<file path="src/rtl/base_ram_arbiter_if.sv">
// Bundle between the fetch/data requesters, the arbiter and the external SRAM.
// The arbiter takes the slave view; requesters and SRAM model take the master view.
interface base_ram_arbiter_if;
    logic        if_req;
    logic [31:0] if_addr;
    logic        if_flush;
    logic [31:0] if_rdata;
    logic        if_ack;

    logic        d_req;
    logic        d_we;
    logic [31:0] d_addr;
    logic [31:0] d_wdata;
    logic [3:0]  d_be;
    logic [31:0] d_rdata;
    logic        d_ack;

    logic [19:0] sram_addr;
    logic [31:0] sram_data_o;
    logic        sram_data_oe;
    logic [31:0] sram_data_i;
    logic        sram_ce_n;
    logic        sram_oe_n;
    logic        sram_we_n;
    logic [3:0]  sram_be_n;

    logic        busy;

    modport slave (
        input  if_req, if_addr, if_flush,
        input  d_req, d_we, d_addr, d_wdata, d_be,
        input  sram_data_i,
        output if_rdata, if_ack,
        output d_rdata, d_ack,
        output sram_addr, sram_data_o, sram_data_oe,
        output sram_ce_n, sram_oe_n, sram_we_n, sram_be_n,
        output busy
    );

    modport master (
        output if_req, if_addr, if_flush,
        output d_req, d_we, d_addr, d_wdata, d_be,
        output sram_data_i,
        input  if_rdata, if_ack,
        input  d_rdata, d_ack,
        input  sram_addr, sram_data_o, sram_data_oe,
        input  sram_ce_n, sram_oe_n, sram_we_n, sram_be_n,
        input  busy
    );
endinterface

</file>
<file path="src/rtl/base_ram_arbiter.sv">
// Shares one asynchronous SRAM between instruction fetch and data ports.
// Data has priority, bounded by a streak limit so a waiting fetch is not starved.
module base_ram_arbiter #(
    parameter int unsigned ACC_CYCLES = 2,
    parameter int unsigned STREAK_MAX = 4
) (
    input logic                clk,
    input logic                rst,
    base_ram_arbiter_if.slave  bus
);

    typedef enum logic [1:0] {
        IDLE,
        IF_ACC,
        D_RD,
        D_WR
    } state_e;

    localparam logic [3:0] CNT_LOAD   = 4'(ACC_CYCLES - 1);
    localparam logic [3:0] STREAK_LIM = 4'(STREAK_MAX);

    state_e      state_q, state_d;
    logic [3:0]  cnt_q, cnt_d;
    logic [3:0]  streak_q, streak_d;
    logic        flush_q, flush_d;
    logic [19:0] addr_q, addr_d;
    logic [31:0] wdata_q, wdata_d;
    logic [3:0]  be_q, be_d;
    logic [31:0] if_rdata_q, if_rdata_d;
    logic [31:0] d_rdata_q, d_rdata_d;
    logic        if_ack_q, if_ack_d;
    logic        d_ack_q, d_ack_d;
    logic        ce_n_q, ce_n_d;
    logic        oe_n_q, oe_n_d;
    logic        we_n_q, we_n_d;
    logic [3:0]  be_n_q, be_n_d;
    logic        data_oe_q, data_oe_d;
    logic        busy_q, busy_d;

    logic        data_win;
    logic        fetch_win;
    logic        last;
    logic        if_drop;

    logic        unused_addr_bits;
    assign unused_addr_bits = ^{bus.if_addr[31:22], bus.if_addr[1:0],
                                bus.d_addr[31:22], bus.d_addr[1:0]};

    always_comb begin
        state_d    = state_q;
        cnt_d      = cnt_q;
        streak_d   = streak_q;
        flush_d    = flush_q;
        addr_d     = addr_q;
        wdata_d    = wdata_q;
        be_d       = be_q;
        if_rdata_d = if_rdata_q;
        d_rdata_d  = d_rdata_q;
        if_ack_d   = 1'b0;
        d_ack_d    = 1'b0;

        data_win  = bus.d_req &&
                    (!bus.if_req || (streak_q < STREAK_LIM));
        fetch_win = !data_win && bus.if_req && !bus.if_flush;
        last      = (cnt_q == 4'd0);
        if_drop   = flush_q || bus.if_flush;

        unique case (state_q)
            IDLE: begin
                if (!bus.if_req) begin
                    streak_d = '0;
                end
                if (data_win) begin
                    state_d = bus.d_we ? D_WR : D_RD;
                    cnt_d   = CNT_LOAD;
                    addr_d  = bus.d_addr[21:2];
                    wdata_d = bus.d_wdata;
                    be_d    = bus.d_be;
                    // streak saturates instead of wrapping
                    if (bus.if_req && (streak_q != 4'hF)) begin
                        streak_d = streak_q + 4'd1;
                    end
                end else if (fetch_win) begin
                    state_d  = IF_ACC;
                    cnt_d    = CNT_LOAD;
                    addr_d   = bus.if_addr[21:2];
                    streak_d = '0;
                    flush_d  = 1'b0;
                end
            end
            IF_ACC: begin
                flush_d = if_drop;
                if (last) begin
                    state_d = IDLE;
                    flush_d = 1'b0;
                    if (!if_drop) begin
                        if_rdata_d = bus.sram_data_i;
                        if_ack_d   = 1'b1;
                    end
                end else begin
                    cnt_d = cnt_q - 4'd1;
                end
            end
            D_RD: begin
                if (last) begin
                    state_d   = IDLE;
                    d_rdata_d = bus.sram_data_i;
                    d_ack_d   = 1'b1;
                end else begin
                    cnt_d = cnt_q - 4'd1;
                end
            end
            D_WR: begin
                if (last) begin
                    state_d = IDLE;
                    d_ack_d = 1'b1;
                end else begin
                    cnt_d = cnt_q - 4'd1;
                end
            end
            default: begin
                state_d = IDLE;
            end
        endcase
    end

    // strobes are decoded from the next state so they line up with it
    always_comb begin
        ce_n_d    = 1'b1;
        oe_n_d    = 1'b1;
        we_n_d    = 1'b1;
        be_n_d    = 4'hF;
        data_oe_d = 1'b0;
        busy_d    = (state_d != IDLE);

        unique case (1'b1)
            (state_d == IF_ACC): begin
                ce_n_d = 1'b0;
                oe_n_d = 1'b0;
                be_n_d = 4'h0;
            end
            (state_d == D_RD): begin
                ce_n_d = 1'b0;
                oe_n_d = 1'b0;
                be_n_d = ~be_d;
            end
            (state_d == D_WR): begin
                ce_n_d    = 1'b0;
                we_n_d    = 1'b0;
                be_n_d    = ~be_d;
                data_oe_d = 1'b1;
            end
            default: begin
                ce_n_d = 1'b1;
            end
        endcase
    end

    always_ff @(posedge clk) begin
        if (!rst) begin
            state_q    <= IDLE;
            cnt_q      <= '0;
            streak_q   <= '0;
            flush_q    <= 1'b0;
            addr_q     <= '0;
            wdata_q    <= '0;
            be_q       <= '0;
            if_rdata_q <= '0;
            d_rdata_q  <= '0;
            if_ack_q   <= 1'b0;
            d_ack_q    <= 1'b0;
            ce_n_q     <= 1'b1;
            oe_n_q     <= 1'b1;
            we_n_q     <= 1'b1;
            be_n_q     <= 4'hF;
            data_oe_q  <= 1'b0;
            busy_q     <= 1'b0;
        end else begin
            state_q    <= state_d;
            cnt_q      <= cnt_d;
            streak_q   <= streak_d;
            flush_q    <= flush_d;
            addr_q     <= addr_d;
            wdata_q    <= wdata_d;
            be_q       <= be_d;
            if_rdata_q <= if_rdata_d;
            d_rdata_q  <= d_rdata_d;
            if_ack_q   <= if_ack_d;
            d_ack_q    <= d_ack_d;
            ce_n_q     <= ce_n_d;
            oe_n_q     <= oe_n_d;
            we_n_q     <= we_n_d;
            be_n_q     <= be_n_d;
            data_oe_q  <= data_oe_d;
            busy_q     <= busy_d;
        end
    end

    assign bus.if_rdata     = if_rdata_q;
    assign bus.if_ack       = if_ack_q;
    assign bus.d_rdata      = d_rdata_q;
    assign bus.d_ack        = d_ack_q;
    assign bus.sram_addr    = addr_q;
    assign bus.sram_data_o  = wdata_q;
    assign bus.sram_data_oe = data_oe_q;
    assign bus.sram_ce_n    = ce_n_q;
    assign bus.sram_oe_n    = oe_n_q;
    assign bus.sram_we_n    = we_n_q;
    assign bus.sram_be_n    = be_n_q;
    assign bus.busy         = busy_q;

endmodule

</file>
<file path="src/flat_wrapper.sv">
// flat-port wrapper written by rule: the top's interface ports become plain ports
module base_ram_arbiter_flat 
#(
    parameter int unsigned ACC_CYCLES = 2,
    parameter int unsigned STREAK_MAX = 4
)
  (clk, rst, bus_if_req, bus_if_addr, bus_if_flush, bus_d_req, bus_d_we, bus_d_addr, bus_d_wdata, bus_d_be, bus_sram_data_i, bus_if_rdata, bus_if_ack, bus_d_rdata, bus_d_ack, bus_sram_addr, bus_sram_data_o, bus_sram_data_oe, bus_sram_ce_n, bus_sram_oe_n, bus_sram_we_n, bus_sram_be_n, bus_busy);
  base_ram_arbiter_if bus_i ();
  input logic clk;
  input logic rst;
  input wire logic [$bits(bus_i.if_req)-1:0] bus_if_req;
  input wire logic [$bits(bus_i.if_addr)-1:0] bus_if_addr;
  input wire logic [$bits(bus_i.if_flush)-1:0] bus_if_flush;
  input wire logic [$bits(bus_i.d_req)-1:0] bus_d_req;
  input wire logic [$bits(bus_i.d_we)-1:0] bus_d_we;
  input wire logic [$bits(bus_i.d_addr)-1:0] bus_d_addr;
  input wire logic [$bits(bus_i.d_wdata)-1:0] bus_d_wdata;
  input wire logic [$bits(bus_i.d_be)-1:0] bus_d_be;
  input wire logic [$bits(bus_i.sram_data_i)-1:0] bus_sram_data_i;
  output wire logic [$bits(bus_i.if_rdata)-1:0] bus_if_rdata;
  output wire logic [$bits(bus_i.if_ack)-1:0] bus_if_ack;
  output wire logic [$bits(bus_i.d_rdata)-1:0] bus_d_rdata;
  output wire logic [$bits(bus_i.d_ack)-1:0] bus_d_ack;
  output wire logic [$bits(bus_i.sram_addr)-1:0] bus_sram_addr;
  output wire logic [$bits(bus_i.sram_data_o)-1:0] bus_sram_data_o;
  output wire logic [$bits(bus_i.sram_data_oe)-1:0] bus_sram_data_oe;
  output wire logic [$bits(bus_i.sram_ce_n)-1:0] bus_sram_ce_n;
  output wire logic [$bits(bus_i.sram_oe_n)-1:0] bus_sram_oe_n;
  output wire logic [$bits(bus_i.sram_we_n)-1:0] bus_sram_we_n;
  output wire logic [$bits(bus_i.sram_be_n)-1:0] bus_sram_be_n;
  output wire logic [$bits(bus_i.busy)-1:0] bus_busy;
  assign bus_i.if_req = bus_if_req;
  assign bus_i.if_addr = bus_if_addr;
  assign bus_i.if_flush = bus_if_flush;
  assign bus_i.d_req = bus_d_req;
  assign bus_i.d_we = bus_d_we;
  assign bus_i.d_addr = bus_d_addr;
  assign bus_i.d_wdata = bus_d_wdata;
  assign bus_i.d_be = bus_d_be;
  assign bus_i.sram_data_i = bus_sram_data_i;
  assign bus_if_rdata = bus_i.if_rdata;
  assign bus_if_ack = bus_i.if_ack;
  assign bus_d_rdata = bus_i.d_rdata;
  assign bus_d_ack = bus_i.d_ack;
  assign bus_sram_addr = bus_i.sram_addr;
  assign bus_sram_data_o = bus_i.sram_data_o;
  assign bus_sram_data_oe = bus_i.sram_data_oe;
  assign bus_sram_ce_n = bus_i.sram_ce_n;
  assign bus_sram_oe_n = bus_i.sram_oe_n;
  assign bus_sram_we_n = bus_i.sram_we_n;
  assign bus_sram_be_n = bus_i.sram_be_n;
  assign bus_busy = bus_i.busy;
  base_ram_arbiter #(.ACC_CYCLES(ACC_CYCLES), .STREAK_MAX(STREAK_MAX)) u_core (.clk(clk), .rst(rst), .bus(bus_i));
endmodule
</file>
<file path="config.mk">
export PLATFORM = sky130hd
export DESIGN_NAME = base_ram_arbiter_flat
export DESIGN_NICKNAME = d
export VERILOG_FILES = /design/src/rtl/base_ram_arbiter_if.sv /design/src/rtl/base_ram_arbiter.sv /design/src/flat_wrapper.sv
export SDC_FILE = /design/constraint.sdc
export NUM_CORES = 1
export LEC_CHECK = 0
export CAP_MARGIN = 15
export CELL_PAD_IN_SITES_DETAIL_PLACEMENT = 1
export CELL_PAD_IN_SITES_GLOBAL_PLACEMENT = 1
export CORE_MARGIN = 8
export CORE_UTILIZATION = 28
export DETAILED_ROUTE_END_ITERATION = 10
export PLACE_DENSITY = 0.78
export SLEW_MARGIN = 20
export SYNTH_ARGS = -nofsm -noshare
export SYNTH_HDL_FRONTEND = slang
export SYNTH_SLANG_ARGS = --single-unit
</file>
<file path="constraint.sdc">
create_clock -name clk -period 2.17 [get_ports clk]
set_input_delay 0.3255 -clock clk [delete_from_list [all_inputs] [get_ports clk]]
set_output_delay 0.3255 -clock clk [all_outputs]
set_load 0.05 [all_outputs]
</file>
==> reports/results.tsv <==
stage	metric	value	unit
run_status	status	finished clean	
sta	min_period	1.952	ns
synthesis	yosysWarnings	0	
pwr	combinationalPowerShare	0.279	
synthesis	synth_compound_gate_area_share	0.1737	
worst_setup_path	cp_max_fo	2	
placement	hpwlAfterDp	13270	µm
routing	vias_per_cell	4.657	
cells_and_area	final_cell_mix	clkdlybuf4s50_1, nand2_1, dfxtp_1, a21oi_1, o21ai_0	
routing	drtIter0Drc	157	
pwr	peakVddDrop	0.5871	mV
clocking	cts_buffers	17	
placement	placed_cell_area	0.008078	mm²
grt	busiest_layer	met2	
sta	finalSetupTns	0	ns
clocking	htree_num_levels	4	
worst_setup_path	rr_startpoint	u_core.cnt_q[0]$_SDFFE_PN0P_	
worst_setup_path	reg2reg_depth	8	
grt	grt_pass1_vias	5537	
grt	overflow	0	
worst_setup_path	crit_type	register to primary output	
synthesis	synth_area	0.005331	mm²
routing	drt_wl_total	18300	µm
die	fp.dieH	154.0	µm
die	die_area	0.02371	mm²
grt	grt_pass1_wl	29540	µm
cells_and_area	stdcell_area	0.008672	mm²
min_path	hold_depth	2	
die	die_w	154.0	µm
worst_setup_path	path_buf_inv	1	
synthesis	synth_xor_area_frac	0	
synthesis	ys_ff_latch	142	
min_path	min_path_type	register to register	
die	core_area	0.01871	mm²
sta	tightest_slew	0.5718	ns
clocking	clock-sinks	142	
cells_and_area	fillers	2206	
placement	port-buffer-count	240	
pwr	power_density	939.4	mW/mm²
cells_and_area	final_common_cell	clkdlybuf4s50_1	
worst_setup_path	crit_slowest_cell	clkdlybuf4s50_1	
cells_and_area	multiInputGateArea	0.002240	mm²
run	maxCapViolations	0	
worst_setup_path	critical_path.top_delay_family	buffers and inverters	
worst_setup_path	reg2reg_slack	0.27	ns
worst_setup_path	start_kind	register	
synthesis	synthCells	632	
clocking	cts_resized	0	
cells_and_area	final_core_util	0.4636	
sta	rsz0062_at_grt	no	
synthesis	synth_simple_gate_area_share	0.1924	
grt	met3_usage	0.07371	
worst_setup_path	critPathArrivalTime	1.63	ns
pwr	seqPwrFrac	0.364	
die	ios	265	
worst_setup_path	endpoint_kind	primary output	
sta	slew_headroom	0.6176	
die	rows	50	
synthesis	synth_seq_area_share	0.5332	
sta	setup_viol	0	
sta	finalHoldViolCount	0	
worst_setup_path	path_cells	clkdlybuf4s50_1	
cells_and_area	diodes	0	
min_path	holdPathEnd	u_core.bus.if_rdata[10]$_SDFFE_PN0P_	
grt	grt_start_max_net_pins	58	
pwr	switching_share	0.3302	
worst_setup_path	r2r_end	u_core.bus.d_rdata[31]$_SDFFE_PN0P_	
grt	globalRouteMet1Util	0.1787	
clocking	clkLatencyLatePin	0.42	ns
worst_setup_path	required	1.84	ns
synthesis	synth_top_family_by_area	simple AND/OR/NAND/NOR gates	
routing	first_pass_iters	4	
cells_and_area	regArea	0.002843	mm²
sta	post-route-period-util	0.8996	
synthesis	ys_types	40	
grt	antenna_found_initial	0	
cells_and_area	syn_to_final_growth	62.66	%
cells_and_area	final_nets	1016	
pwr	clockPowerShare	0.357	
grt	grtUsageTotal	0.1553	
die	initial_core_util	0.2850	
sta	fmax	0.5123	GHz
routing	vias	5207	
pwr	p_int	5457	µW
min_path	min-delay-start	u_core.bus.if_rdata[10]$_SDFFE_PN0P_	
synthesis	synth_mux_area_frac	0.03755	
pwr	leakage	0.003198	µW
worst_setup_path	critPathMaxStageDelay	0.83	ns
sta	fin_worst_skew	0.007350	ns
routing	final_antenna_net_count	0	
pwr	p_switching	2690	µW
pwr	total_power	8147	µW
synthesis	syn_nets	777	
routing	routedWlPerCell	16.37	µm
synthesis	synthAdderAreaFrac	0.01643	
clocking	clkTransAtPathRegs	0.06	ns
clocking	cts_tree	yes	
clocking	cts_hold_buffers	0	
grt	grtUsageMet2	0.2521	
cells_and_area	drive_gt1_frac	0.07466	
placement	gp_congestion	0.7399	
synthesis	syn_avg_cell_area	8.436	µm²
clocking	cts_setup_buffers	0	
clocking	clockRootBuffer	clkbuf_16	
sta	slew_violations	0	
clocking	cts_buffer_depth	2	
routing	drc	0	
## logic make-up after synthesis
kind of cell	count (synthesis)
and+or+nand+nor	244
adders and majority gates	7
muxes	20
AOI/OAI and AO/OA	170
buffers and inverters	49
DFF	142
## worst reg2reg max path, cell delays in order (launching register included)
cell and delay, ns:
dfxtp_1 0.33, inv_1 0.08, ha_1 0.17, or3b_1 0.41
buf_4 0.18, nor3b_4 0.20, buf_12 0.22, nand2_1 0.09
a21oi_1 0.14
## cells in the mapped netlist (all sizes together)
cell,n,share of area
nand3b,1,0.0014
nor2,9,0.0082
nand4,2,0.0023
o21a,2,0.0028
and2b,1,0.0014
buf,20,0.026
inv,5,0.0035
or3,4,0.0047
clkbuf,24,0.017
o21ai,31,0.031
or4b,1,0.0026
nand2,208,0.15
and2,2,0.0023
or3b,2,0.0038
a21oi,126,0.12
a21o,4,0.0056
o22ai,1,0.0023
nand2b,1,0.0012
or4,1,0.0014
a221oi,1,0.0016
a2111oi,1,0.0052
and3,3,0.0035
ha,7,0.016
nor3b,3,0.0073
dfxtp,142,0.53
a32oi,1,0.0016
nand3,5,0.0047
nor2b,1,0.0012
mux2i,20,0.038
o31ai,2,0.0028
a221o,1,0.0021
## sequential cells by signal (all words and copies together), names as in the netlist, 2 cells and up
register	cells
u_core.be_q	4
u_core.bus.sram_be_n	4
u_core.bus.if_rdata	32
u_core.state_q	2
u_core.cnt_q	4
u_core.bus.sram_addr	20
u_core.streak_q	4
u_core.bus.d_rdata	32
u_core.bus.sram_data_o	32
## how the worst max path moves through the flow
stage                                        startpoint                                       to  cells past startpoint
finish              u_core.bus.if_rdata[0]$_SDFFE_PN0P_                          bus_if_rdata[0]                      1
global route               u_core.cnt_q[0]$_SDFFE_PN0P_       u_core.bus.sram_data_oe$_SDFF_PN0_                      7
CTS                 u_core.bus.if_rdata[0]$_SDFFE_PN0P_                          bus_if_rdata[0]                      1
detailed placement                            bus_d_req  u_core.bus.sram_data_o[24]$_SDFFE_PN0N_                      7
global placement                             bus_if_req          u_core.bus.sram_oe_n$_SDFF_PN1_                      7
floorplan                  u_core.cnt_q[0]$_SDFFE_PN0P_       u_core.bus.sram_data_oe$_SDFF_PN0_                      7
## power by group through the flow
stage / clock [µW] / combinational (µW) / sequential (µW)
finish: 2910 / 2270 / 2960
global route: 3120 / 2450 / 2990
CTS: 3010 / 2310 / 2960
detailed placement: 0 / 2300 / 3020
global placement: 0 / 2270 / 3010
floorplan: 0 / 673 / 3730
## through the flow
stage | hold WS (ns) | worst slack, ns | instances
2_1_floorplan | 0.4332 | 0.3524 | 632
3_3_place_gp | 0.4389 | 0.06711 | 1086
3_5_place_dp | 0.4475 | 0.01035 | 1086
4_1_cts | 0.4340 | 0.1764 | 1118
5_1_grt | 0.4424 | 0.1026 | 1118
6_report | 0.4527 | 0.2179 | 1118
## layout make-up
class                           count  area share
Timing Repair Buffer              264      0.3093
Tap cell                          234     0.03376
Inverter                            5    0.002308
Multi-Input combinational cell    441      0.2583
Sequential cell                   142      0.3278
Clock buffer                       20     0.05266
Clock inverter                     12     0.01587
## routing by layer
| metal | up-vias | wire (µm) |
|---|---|---|
| li1 | 2587 | - |
| met1 | 2435 | 7783 |
| met2 | 169 | 8636 |
| met3 | 16 | 1678 |
| met4 | 0 | 205 |
| met5 | - | 0 |
No activity file was read; power rests on OpenSTA's default activity.
